`config.mk`:
```
export PLATFORM = sky130hd
export DESIGN_NAME = bp_be_fp_iter_ctrl
export DESIGN_NICKNAME = d
export VERILOG_FILES = /design/src/rtl/bp_be_fp_iter_ctrl.sv
export SDC_FILE = /design/constraint.sdc
export NUM_CORES = 1
export LEC_CHECK = 0
export BUFFER_PORTS_ARGS = -buffer_cell sky130_fd_sc_hd__buf_4
export CAP_MARGIN = 0
export CORE_AREA = 2 2 169 171
export DETAILED_ROUTE_END_ITERATION = 16
export DIE_AREA = 0 0 171 173
export GPL_TIMING_DRIVEN = 1
export SETUP_SLACK_MARGIN = 0.5
export SLEW_MARGIN = 20
export SYNTH_ARGS = -nofsm -noshare
export SYNTH_HDL_FRONTEND = slang
export SYNTH_SLANG_ARGS = --single-unit
```
`constraint.sdc`:
```
create_clock -name clk_i -period 2.22 [get_ports clk_i]
set_input_delay 0.111 -clock clk_i [delete_from_list [all_inputs] [get_ports clk_i]]
set_output_delay 0.111 -clock clk_i [all_outputs]
set_load 0.02 [all_outputs]
```
`src/rtl/bp_be_fp_iter_ctrl.sv`:
```
// Sequencer for the shared iterative FP divide/sqrt unit: resolves the rounding mode,
// launches the unit, returns a NaN-boxed result and keeps the sticky fflags accumulator.
module bp_be_fp_iter_ctrl #(
    parameter int dword_width_p    = 64,
    parameter int reg_addr_width_p = 5
) (
    input  logic                        clk_i,
    input  logic                        reset_n_i,
    input  logic                        req_v_i,
    output logic                        req_ready_o,
    input  logic                        req_op_i,
    input  logic                        req_dp_i,
    input  logic [2:0]                  req_rm_i,
    input  logic [dword_width_p-1:0]    req_a_i,
    input  logic [dword_width_p-1:0]    req_b_i,
    input  logic [reg_addr_width_p-1:0] req_rd_i,
    input  logic [2:0]                  frm_i,
    input  logic                        flush_i,
    output logic                        unit_v_o,
    input  logic                        unit_ready_i,
    output logic                        unit_op_o,
    output logic                        unit_dp_o,
    output logic [2:0]                  unit_rm_o,
    output logic [dword_width_p-1:0]    unit_a_o,
    output logic [dword_width_p-1:0]    unit_b_o,
    input  logic                        unit_v_i,
    input  logic [dword_width_p-1:0]    unit_data_i,
    input  logic [4:0]                  unit_fflags_i,
    output logic                        resp_v_o,
    input  logic                        resp_yumi_i,
    output logic [dword_width_p-1:0]    resp_data_o,
    output logic [reg_addr_width_p-1:0] resp_rd_o,
    output logic [4:0]                  resp_fflags_o,
    output logic                        resp_illegal_o,
    input  logic                        fflags_clr_i,
    output logic [4:0]                  fflags_acc_o
);

    typedef enum logic [2:0] {
        e_idle  = 3'd0,
        e_issue = 3'd1,
        e_wait  = 3'd2,
        e_resp  = 3'd3,
        e_drain = 3'd4
    } state_e;

    localparam logic [2:0] rm_dyn_lp = 3'b111;

    // Encodings 101..111 are reserved once e_dyn has been resolved against frm.
    function automatic logic rm_illegal(input logic [2:0] rm);
        rm_illegal = (rm >= 3'b101);
    endfunction

    state_e                      state_q, state_d;
    logic                        op_q, op_d, dp_q, dp_d, illegal_q, illegal_d;
    logic [2:0]                  rm_q, rm_d, rm_res_s;
    logic [dword_width_p-1:0]    a_q, a_d, b_q, b_d, data_q, data_d;
    logic [reg_addr_width_p-1:0] rd_q, rd_d;
    logic [4:0]                  fflags_q, fflags_d, acc_q, acc_d;
    logic                        accum_s;

    assign rm_res_s = (req_rm_i == rm_dyn_lp) ? frm_i : req_rm_i;
    assign accum_s  = (state_q == e_resp) & resp_yumi_i & ~flush_i & ~illegal_q;

    // Next-state, operand capture and result capture.
    always_comb begin
        state_d   = state_q;
        op_d      = op_q;
        dp_d      = dp_q;
        rm_d      = rm_q;
        a_d       = a_q;
        b_d       = b_q;
        rd_d      = rd_q;
        data_d    = data_q;
        fflags_d  = fflags_q;
        illegal_d = illegal_q;
        case (state_q)
            e_idle: begin
                if (req_v_i & ~flush_i) begin
                    op_d = req_op_i;
                    dp_d = req_dp_i;
                    rm_d = rm_res_s;
                    a_d  = req_a_i;
                    b_d  = req_b_i;
                    rd_d = req_rd_i;
                    if (rm_illegal(rm_res_s)) begin
                        state_d   = e_resp;
                        illegal_d = 1'b1;
                        data_d    = {dword_width_p{1'b0}};
                        fflags_d  = 5'b00000;
                    end else begin
                        state_d   = e_issue;
                        illegal_d = 1'b0;
                    end
                end else begin
                    state_d = e_idle;
                end
            end
            e_issue: begin
                if (unit_ready_i) begin
                    state_d = flush_i ? e_drain : e_wait;
                end else if (flush_i) begin
                    state_d = e_idle;
                end else begin
                    state_d = e_issue;
                end
            end
            e_wait: begin
                if (unit_v_i & flush_i) begin
                    state_d = e_idle;
                end else if (unit_v_i) begin
                    state_d  = e_resp;
                    data_d   = dp_q ? unit_data_i
                                    : {{(dword_width_p-32){1'b1}}, unit_data_i[31:0]};
                    fflags_d = unit_fflags_i;
                end else if (flush_i) begin
                    state_d = e_drain;
                end else begin
                    state_d = e_wait;
                end
            end
            e_resp: begin
                if (flush_i | resp_yumi_i) begin
                    state_d = e_idle;
                end else begin
                    state_d = e_resp;
                end
            end
            e_drain: begin
                if (unit_v_i) begin
                    state_d = e_idle;
                end else begin
                    state_d = e_drain;
                end
            end
            default: state_d = e_idle;
        endcase
    end

    // Clear takes effect before the newly committed flags are OR'd in.
    always_comb begin
        acc_d = (fflags_clr_i ? 5'b00000 : acc_q) | (accum_s ? fflags_q : 5'b00000);
    end

    // State and datapath registers.
    always_ff @(posedge clk_i or negedge reset_n_i) begin
        if (!reset_n_i) begin
            state_q   <= e_idle;
            op_q      <= 1'b0;
            dp_q      <= 1'b0;
            rm_q      <= 3'b000;
            a_q       <= {dword_width_p{1'b0}};
            b_q       <= {dword_width_p{1'b0}};
            rd_q      <= {reg_addr_width_p{1'b0}};
            data_q    <= {dword_width_p{1'b0}};
            fflags_q  <= 5'b00000;
            illegal_q <= 1'b0;
            acc_q     <= 5'b00000;
        end else begin
            state_q   <= state_d;
            op_q      <= op_d;
            dp_q      <= dp_d;
            rm_q      <= rm_d;
            a_q       <= a_d;
            b_q       <= b_d;
            rd_q      <= rd_d;
            data_q    <= data_d;
            fflags_q  <= fflags_d;
            illegal_q <= illegal_d;
            acc_q     <= acc_d;
        end
    end

    assign req_ready_o    = (state_q == e_idle);
    assign unit_v_o       = (state_q == e_issue);
    assign unit_op_o      = op_q;
    assign unit_dp_o      = dp_q;
    assign unit_rm_o      = rm_q;
    assign unit_a_o       = a_q;
    assign unit_b_o       = b_q;
    assign resp_v_o       = (state_q == e_resp);
    assign resp_data_o    = data_q;
    assign resp_rd_o      = rd_q;
    assign resp_fflags_o  = fflags_q;
    assign resp_illegal_o = illegal_q;
    assign fflags_acc_o   = acc_q;

endmodule

```
==> results of run 1 <==
-- state kept, by name, summed over array words and instances (netlist names), 3 cells and up --
register	count
resp_data_o	64
unit_a_o	64
unit_b_o	64
fflags_acc_o	5
resp_fflags_o	5
resp_rd_o	5
state_q	3
unit_rm_o	3
-- worst max-delay path, delay by kind of cell (launching register included) --
family,cells,cell delay (ns)
AO/OA/AOI/OAI,1,0.31
buffers and inverters,3,0.46
flip-flops,1,0.39
AND/OR/NAND/NOR,1,0.06
multiplexers,1,0.35
-- final cells by class --
| cell class | instances | area [µm²] |
|---|---|---|
| fill | 2331 | 11800 |
| timing repair buffer | 686 | 5940 |
| sequential | 216 | 5410 |
| multi-input combinational | 595 | 2930 |
| clock buffer | 40 | 785 |
| tap | 378 | 473 |
| inverter | 75 | 282 |
| clock inverter | 4 | 51.3 |
| antenna | 2 | 5.00 |
-- cells in the final DEF, fill, tap and decap left out, types with 3 or more instances in the layout --
cell             n
nand2_1        459
buf_4          456
dfrtp_1        213
dlygate4sd3_1  211
inv_1           75
mux2i_1         35
a21oi_1         33
clkbuf_16       30
mux2_2          27
o21ai_0         13
clkbuf_1         7
buf_12           7
clkbuf_8         6
mux2_4           5
buf_16           4
buf_6            3
dfrtp_2          3
-- timing repair --
| item | CTS | global route |
|---|---|---|
| gates resized for setup | 12 | 14 |
| hold buffers | 211 | 0 |
| endpoints found under the setup margin | 197 | 73 |
| gates cloned | 3 | 3 |
| hold endpoints to repair | 278 | 0 |
| setup buffers | 7 | 11 |
| pin swaps | 2 | 6 |
-- final timing paths --
check                      slack, ns                          end                      from  cells after the start
min in group asynchronous       0.15   resp_data_o[2]$_DFFE_PN0P_                 reset_n_i                      2
setup / recovery                0.52  resp_data_o[41]$_DFFE_PN0P_      state_q[2]$_DFF_PN0_                      6
hold / removal                 0.003     unit_rm_o[1]$_DFFE_PN0P_                  frm_i[1]                      3
max in group asynchronous       1.35  resp_data_o[62]$_DFFE_PN0P_                 reset_n_i                      3
setup reg to reg                0.52  resp_data_o[41]$_DFFE_PN0P_      state_q[2]$_DFF_PN0_                      6
hold reg to reg                 0.47     unit_b_o[41]$_DFFE_PN0P_  unit_b_o[41]$_DFFE_PN0P_                      2
-- through the flow --
stage	worst slack [ns]	cell area (µm²)	hold WS (ns)	util, %
floorplan	0.568	8800	-0.185	-
global placement	0.380	12500	0.125	45.3
detailed placement	0.325	12500	0.121	45.3
CTS	0.458	15700	0.00760	56.7
global route	0.466	15900	0.0466	57.5
finish	0.524	15900	0.00348	57.5
-- per-layer routing --
layer | up-vias | track usage, % | wire length [µm]
met5 | - | 0 | 0
met4 | 0 | 8.51 | 1280
met2 | 377 | 34.3 | 15300
li1 | 4201 | - | -
met1 | 4145 | 22.9 | 12200
met3 | 91 | 5.84 | 2640
-- power by group through the flow --
stage | combinational (mW) | sequential [mW] | clock [mW]
2_1_floorplan | 2.20 | 9.02 | 0
3_5_place_dp | 8.63 | 6.91 | 0
4_1_cts | 9.07 | 6.89 | 4.27
3_3_place_gp | 8.52 | 6.89 | 0
6_report | 9.23 | 6.92 | 4.14
5_1_grt | 9.88 | 7.16 | 4.44
-- logic make-up after synthesis --
logic type | count (synthesis) | synth area share (%)
simple gates | 474 | 20.8
buf+inv | 124 | 6.10
compound gates | 52 | 3.38
mux | 69 | 8.30
flops | 216 | 61.4
==> results.json, run 1 <==
{
  "synth.distinct_cells": 29,
  "rsz0062_at_grt": "yes",
  "drive_gt1_share_pct": 34.7,
  "synth_flop_cell": "dfrtp_1",
  "ctsLongestPathBuffers": 3,
  "max_slew_margin_pct": 55.0,
  "p_comb_share_pct": 45.5,
  "num_vias": 8814,
  "num_io_pins": 434,
  "first_iter_violations": 328,
  "setup_viol": 0,
  "min_period_ns": 1.70,
  "dr.pass1.iters": 4,
  "grt_pass1_vias": 9195,
  "io_buffers": 433,
  "cp_max_fo": 5,
  "drv_cap": 0,
  "placedCellCount": 1715,
  "die_h_um": 173,
  "p_per_area_mw_per_mm2": 1280,
  "die_x_um": 171,
  "cts_buffers": 26,
  "syn-cell-area_mm2": 0.00880,
  "yosysMostFrequentCell": "nand2_1",
  "cpPeakStageDelay_ns": 0.39,
  "vias_per_cell": 4.42,
  "drc_errors": 0,
  "grtUsageTotal_pct": 19.9,
  "pwr-share-seq_pct": 34.1,
  "cts_htree_levels": 1,
  "crit_path_top_delay_cell": "dfrtp_1",
  "drt.antenna.violating_nets": 0,
  "hold_viol": 0,
  "swShare_pct": 39.2,
  "irDropWorstVdd_v": 0.000802,
  "clk_pin_slew_ns": 0.06,
  "routed_wl_mm": 31.4,
  "fin_total_pwr_mw": 20.3,
  "path_cells": "nor2_4, buf_4, a32oi_4, buf_6, clkbuf_16, mux2_2",
  "overflow": 0,
  "ys_seq_area_share_pct": 61.4,
  "ys_ff_latch": 216,
  "core_mm2": 0.0276,
  "root_buffer": "clkbuf_16",
  "fin_crit_sh_pct": 76.4,
  "path_class": "register to register",
  "synthTopCellsByArea": "dfrtp_1 61%, nand2_1 20%, mux2i_1 4.2%",
  "die-area_mm2": 0.0296,
  "synth.largest_area_cell": "dfrtp_1",
  "wl_per_cell_um": 15.7,
  "p_int_mw": 12.3,
  "cts_tree": "built",
  "end_kind": "register",
  "cts.sinks": 216,
  "min_path_type": "input pin to register",
  "clkPwrFrac_pct": 20.4,
  "instances_no_fill": 1996,
  "dp_hpwl_mm": 19.3,
  "synth_edf_count": 0,
  "grt_pass1_wl_mm": 47.7,
  "fin_setup_tns_ns": 0,
  "status": "finished, final reports clean",
  "ys_warn_count": 0,
  "area_growth_pct": 80.4,
  "syn_area_per_cell_um2": 9.41,
  "startpoint_type": "register",
  "syn-num-nets": 1153,
  "required_ns": 2.62,
  "synth_commonest_cells": "459 x nand2_1, 216 x dfrtp_1, 75 x inv_1",
  "p_switching_mw": 7.95,
  "synthCells": 935,
  "fmax_ghz": 0.590,
  "cp_data_arrival_time_ns": 2.10,
  "antenna_found_initial": 2,
  "netlist.area_leader.share_pct": 61.4,
  "grt_max_degree": 138,
  "clock_latency_ns": 0.52,
  "leakagePower_nw": 8.64,
  "final_nets": 1818,
  "place.gp.congestion": 0.792,
  "initial_core_util_pct": 31.9,
  "slew_violations": 0,
  "fin_skew_ns": 0.0134,
  "num_rows": 61,
  "tightestPinTransition_ns": 0.673,
  "synthArstFlopShare_pct": 100
}
Note: power is estimated with default switching activity, not from simulation.
==> inputs of run 2 (changes only) <==
ABC_AREA = 1   (was not set)
CORE_AREA = 2 2 168 170   (was 2 2 169 171)
DIE_AREA = 0 0 170 172   (was 0 0 171 173)
clock period = 1.6 ns   (was 2.22 ns; I/O delays follow)
==> results.json, run 2 <==
{
  "die-area_mm2": 0.0292,
  "min_path_type": "input pin to register",
  "crit_path_top_delay_cell": "dfrtp_2",
  "max_slew_margin_pct": 65.8,
  "fillers": 2067,
  "place_area_mm2": 0.0126,
  "synthMuxAreaShare_pct": 0,
  "synth.distinct_cells": 18,
  "fmax_ghz": 0.660,
  "initial_core_util_pct": 31.9,
  "synth_edf_count": 0,
  "fin_setup_tns_ns": 0,
  "drt.antenna.violating_nets": 0,
  "overflow": 0,
  "cts.sinks": 216,
  "ys_seq_area_share_pct": 61.6,
  "synth_compound_area_share_pct": 2.64,
  "synthArstFlopShare_pct": 100,
  "die_h_um": 172,
  "fin_total_pwr_mw": 32.1,
  "synthCells": 1024,
  "min_period_ns": 1.52,
  "grt_max_degree": 56,
  "end_kind": "register",
  "antenna_found_initial": 0,
  "wl_per_cell_um": 18.7,
  "grt_pass1_vias": 10007,
  "fin_skew_ns": 0.00704,
  "ys_ff_latch": 216,
  "cts_buffers": 25,
  "synth_flop_cell": "dfrtp_1",
  "yosysMostFrequentCell": "nand2_1",
  "diodes": 0,
  "vias_per_cell": 4.80,
  "clk_pin_slew_ns": 0.06,
  "cp_data_arrival_time_ns": 1.92,
  "startpoint_type": "register",
  "tightestPinTransition_ns": 0.513,
  "instances_no_fill": 2135,
  "rsz0062_at_grt": "yes",
  "slew_violations": 0,
  "fin_util_pct": 64.7,
  "irDropWorstVdd_v": 0.00100,
  "clock_latency_ns": 0.52,
  "io_buffers": 433,
  "fin_area_mm2": 0.0178,
  "synth_top_family_by_area": "simple AND/OR/NAND/NOR gates",
  "required_ns": 2.00,
  "fin_crit_sh_pct": 94.7,
  "place.gp.congestion": 0.865,
  "num_vias": 10248,
  "syn-num-nets": 1242,
  "path_class": "register to register",
  "cts_htree_levels": 1,
  "cp_max_fo": 20,
  "multi_input_area_mm2": 0.00310,
  "drv_cap": 0,
  "setup_viol": 0,
  "synthTopCellsByArea": "dfrtp_1 62%, nand2_1 22%, nand3_1 4.2%",
  "cts_tree": "built",
  "syn-cell-area_mm2": 0.00877,
  "grt_pass1_wl_mm": 54.8,
  "dp_hpwl_mm": 21.4,
  "cpPeakStageDelay_ns": 0.45,
  "leakagePower_nw": 9.55,
  "core_mm2": 0.0275,
  "synth-simple-area-share_pct": 29.9,
  "num_rows": 61,
  "path_cells": "nor2_4, nand3_4, buf_4, buf_12, buf_16, nand2_1, nand2_1",
  "root_buffer": "clkbuf_16",
  "yosys.area_share.adder_pct": 0,
  "status": "finished, final reports clean",
  "ys_warn_count": 0,
  "routed_wl_mm": 39.9,
  "synth.largest_area_cell": "dfrtp_1",
  "drive_gt1_share_pct": 36.9,
  "post_synth_xor_area_fraction_pct": 0,
  "die_x_um": 170,
  "grtUsageTotal_pct": 23.9,
  "first_iter_violations": 782,
  "final_nets": 1989,
  "dr.pass1.iters": 5,
  "netlist.area_leader.share_pct": 61.6,
  "layout_commonest_cell": "nand2_1",
  "cpMostUsedCell": "nand2_1",
  "hold_viol": 0,
  "most-common-layout-cells": "510 x nand2_1, 318 x buf_4, 217 x buf_6",
  "syn_area_per_cell_um2": 8.57,
  "drc_errors": 0,
  "placedCellCount": 1767,
  "ctsLongestPathBuffers": 3,
  "area_growth_pct": 103,
  "ff_latch_area_mm2": 0.00541,
  "p_per_area_mw_per_mm2": 1810,
  "num_io_pins": 434,
  "synth_commonest_cells": "519 x nand2_1, 216 x dfrtp_1, 74 x nand3_1"
}
==> run 2: metal layers <==
| layer | vias up | global-route usage (%) | routed length (µm) |
|---|---|---|---|
| li1 | 4711 | - | - |
| met1 | 4952 | 29.4 | 15600 |
| met2 | 463 | 41.3 | 20000 |
| met3 | 122 | 4.51 | 2530 |
| met4 | 0 | 10.4 | 1770 |
| met5 | - | 0 | 0 |
==> run 2: path summary, 6_finish.rpt <==
path | startpoint | endpoint | slack, ns | depth (start not counted)
worst max-delay path | state_q[0]$_DFF_PN0_ | unit_b_o[51]$_DFFE_PN0P_ | 0.08 | 7
worst min-delay path | req_rm_i[2] | unit_rm_o[2]$_DFFE_PN0P_ | 0.01 | 3
worst max register to register | state_q[0]$_DFF_PN0_ | unit_b_o[51]$_DFFE_PN0P_ | 0.08 | 7
worst min register to register | unit_b_o[21]$_DFFE_PN0P_ | unit_b_o[21]$_DFFE_PN0P_ | 0.50 | 2
max in group asynchronous | reset_n_i | unit_b_o[51]$_DFFE_PN0P_ | 0.84 | 3
min in group asynchronous | reset_n_i | unit_a_o[61]$_DFFE_PN0P_ | 0.11 | 2
==> run 2: logic make-up after synthesis <==
group | after synthesis
simple gates | 644
flops | 216
buf+inv | 119
compound gates | 45
==> run 2: where the power goes <==
group	leakage (nW)	switching, mW	internal, mW
sequential	2.76	1.92	7.87
clock	0.411	2.37	3.57
combinational	6.38	8.20	8.22
total	9.55	12.5	19.6
==> run 2: repair_timing <==
action,CTS,global route
endpoints found under the hold margin,430,0
gates cloned,11,5
pin swaps,3,6
gates resized for setup,40,240
setup buffers,13,82
endpoints found under the setup margin,432,432
hold buffers,212,0
==> run 2: worst max-delay path: cells and delay by family, from the launching register on <==
kind / cells / cell delay [ns]
buffers and inverters: 3 / 0.50
flip-flops: 1 / 0.45
AND/OR/NAND/NOR: 4 / 0.44
==> run 2: stage by stage <==
| stage | setup slack (ns) | hold WS, ns |
|---|---|---|
| global placement | 0.0688 | 0.0477 |
| floorplan | 0.285 | -0.216 |
| global route | 0.0279 | 0.0342 |
| detailed placement | 0.0558 | 0.0557 |
| CTS | 0.0854 | 0.00237 |
| finish | 0.0841 | 0.0130 |
==> run 2: layout make-up <==
class                   count  share of cell area [%]
flip-flops and latches    216                    30.4
well taps                 346                    2.44
clock buffers              32                    3.72
inverters                  54                    1.29
clock inverters            13                   0.964
repair buffers            783                    43.7
multi-input cells         691                    17.4
==> inputs of run 3 (changes only) <==
--- a/config.mk
+++ b/config.mk
@@ -13,4 +13,5 @@
 export DIE_AREA = 0 0 170 172
 export GPL_TIMING_DRIVEN = 1
+export HOLD_SLACK_MARGIN = 0.02
 export SETUP_SLACK_MARGIN = 0.5
 export SLEW_MARGIN = 20
==> constraint.sdc (replaced) <==
create_clock -name clk_i -period 1.6 [get_ports clk_i]
set_input_delay 0.32 -clock clk_i [delete_from_list [all_inputs] [get_ports clk_i]]
set_output_delay 0.32 -clock clk_i [all_outputs]
set_load 0.02 [all_outputs]
==> results.json, run 3 (same netlist as run 2, synthesis figures left out) <==
{
  "antenna_found_initial": 0,
  "r2r_cells": 10,
  "cp_num_cells": 5,
  "crit_path_top_delay_cell": "dfrtp_1",
  "cp_data_arrival_time_ns": 1.41,
  "pwr-share-seq_pct": 29.9,
  "grtUsageTotal_pct": 25.6,
  "layout_commonest_cell": "nand2_1",
  "wl_per_cell_um": 19.3,
  "die_h_um": 172,
  "required_ns": 1.28,
  "whs_ns": 0.0356,
  "overflow": 0,
  "num_vias": 10044,
  "grt_pass1_wl_mm": 58.1,
  "hold_viol": 0,
  "ff_latch_area_mm2": 0.00541,
  "clkPwrFrac_pct": 18.3,
  "max_slew_margin_pct": 71.0,
  "cts.sinks": 216,
  "min_path_type": "input pin to register",
  "ctsLongestPathBuffers": 3,
  "min_period_ns": 1.73,
  "fin_crit_sh_pct": 108,
  "leakagePower_nw": 9.65,
  "fillers": 2105,
  "drv_cap": 0,
  "crit_family": "flip-flops",
  "drive_gt1_share_pct": 41.5,
  "fmax_ghz": 0.579,
  "dr.pass1.iters": 5,
  "clock_latency_ns": 0.53,
  "final_nets": 1935,
  "violations": "negative setup slack",
  "p_comb_share_pct": 51.9,
  "initial_core_util_pct": 31.9,
  "grt_pass1_vias": 10216,
  "p_int_mw": 19.0,
  "vias_per_cell": 4.82,
  "cp_max_fo": 2,
  "clk_pin_slew_ns": 0.06,
  "num_rows": 61,
  "cts_htree_levels": 1,
  "end_kind": "primary output",
  "path_class": "register to primary output",
  "die-area_mm2": 0.0292,
  "cts_buffers": 26,
  "drt.antenna.violating_nets": 0,
  "dp_hpwl_mm": 21.8,
  "slew_violations": 0,
  "p_switching_mw": 12.5,
  "holdPathStages": 3,
  "core_mm2": 0.0275,
  "most-common-layout-cells": "496 x nand2_1, 444 x buf_4, 215 x dfrtp_1",
  "io_buffers": 433,
  "die_x_um": 170,
  "setup_viol": 174,
  "status": "finished with violations",
  "ff2ff_setup_slack_ns": -0.09,
  "p_per_area_mw_per_mm2": 1770,
  "place.gp.congestion": 0.877,
  "startpoint_type": "register",
  "path_cells": "nor2_4, buf_6, nand2_2, inv_2, buf_6",
  "cpPeakStageDelay_ns": 0.42,
  "cts_tree": "built",
  "multi_input_area_mm2": 0.00326,
  "num_io_pins": 434,
  "area_growth_pct": 103,
  "drc_errors": 0,
  "irDropWorstVdd_v": 0.00117,
  "place_ws_ns": -0.0828,
  "swShare_pct": 39.6,
  "critPathBufInv": 3,
  "first_iter_violations": 601,
  "routed_wl_mm": 40.2,
  "grt_max_degree": 51,
  "rsz0062_at_grt": "yes",
  "root_buffer": "clkbuf_16",
  "finalWorstSetupSlack_ns": -0.126,
  "tightestPinTransition_ns": 0.435,
  "cpMostUsedCell": "buf_6",
  "diodes": 0,
  "fin_skew_ns": 0.0122
}
run 3: cell count changes in the layout (fill, tap and decap cells not counted), sizes merged:
cell         change
dlygate4sd3     -77
clkbuf          +17
buf             +10
bufbuf           +4
bufinv           -3
clkinv           -2
nand2            -2
run 3: routing by layer:
metal | up-vias | wire length, µm | GRT usage, %
met1 | 4901 | 16500 | 32.5
met3 | 93 | 2580 | 5.24
met5 | - | 0 | 0
li1 | 4632 | - | -
met2 | 418 | 19600 | 43.2
met4 | 0 | 1530 | 9.96
run 3: layout make-up:
cell class	count	area share [%]
Clock buffer	39	4.15
Tap cell	346	2.43
Multi-Input combinational cell	689	18.3
Clock inverter	8	0.484
Inverter	54	1.26
Sequential cell	216	30.3
Timing Repair Buffer	730	43.1
run 3: power by group through the flow:
stage               clock, mW  combinational [mW]  sequential (mW)
global placement            0                12.1             9.34
detailed placement          0                12.3             9.30
global route             6.09                17.3             9.67
floorplan                   0                3.39             12.1
finish                   5.75                16.3             9.41
CTS                      5.85                15.4             9.31
run 3: worst min-delay path, cell delays in order:
cell and delay (ns):
buf_4 0.09, nand2_4 0.05, nand2_1 0.05
run 3: path summary, 6_finish.rpt:
| kind | startpoint | endpoint |
|---|---|---|
| max | state_q[0]$_DFF_PN0_ | req_ready_o |
| min | req_b_i[13] | unit_b_o[13]$_DFFE_PN0P_ |
| max reg2reg | state_q[0]$_DFF_PN0_ | resp_data_o[35]$_DFFE_PN0P_ |
| min reg2reg | unit_a_o[12]$_DFFE_PN0P_ | unit_a_o[12]$_DFFE_PN0P_ |
| max in group asynchronous | reset_n_i | unit_b_o[33]$_DFFE_PN0P_ |
| min in group asynchronous | reset_n_i | resp_rd_o[2]$_DFFE_PN0P_ |
run 3: stage by stage:
step / utilization, % / cell area (µm²) / TNS [ns] / std cells / power, mW
floorplan: - / 8960 / 0 / 1024 / 15.5
global placement: 46.6 / 12800 / -3.64 / 1782 / 21.5
detailed placement: 46.6 / 12800 / -3.60 / 1782 / 21.6
CTS: 62.5 / 17200 / -3.79 / 2057 / 30.6
global route: 64.9 / 17800 / -18.67 / 2082 / 33.0
finish: 64.9 / 17800 / -8.33 / 2082 / 31.5
run 3: repair_timing:
item	CTS	global route
hold endpoints to repair	282	2
setup buffers	55	8
pin swaps	28	8
gates resized for setup	159	48
cloned	40	15
setup endpoints to repair	432	432
hold buffers	133	2
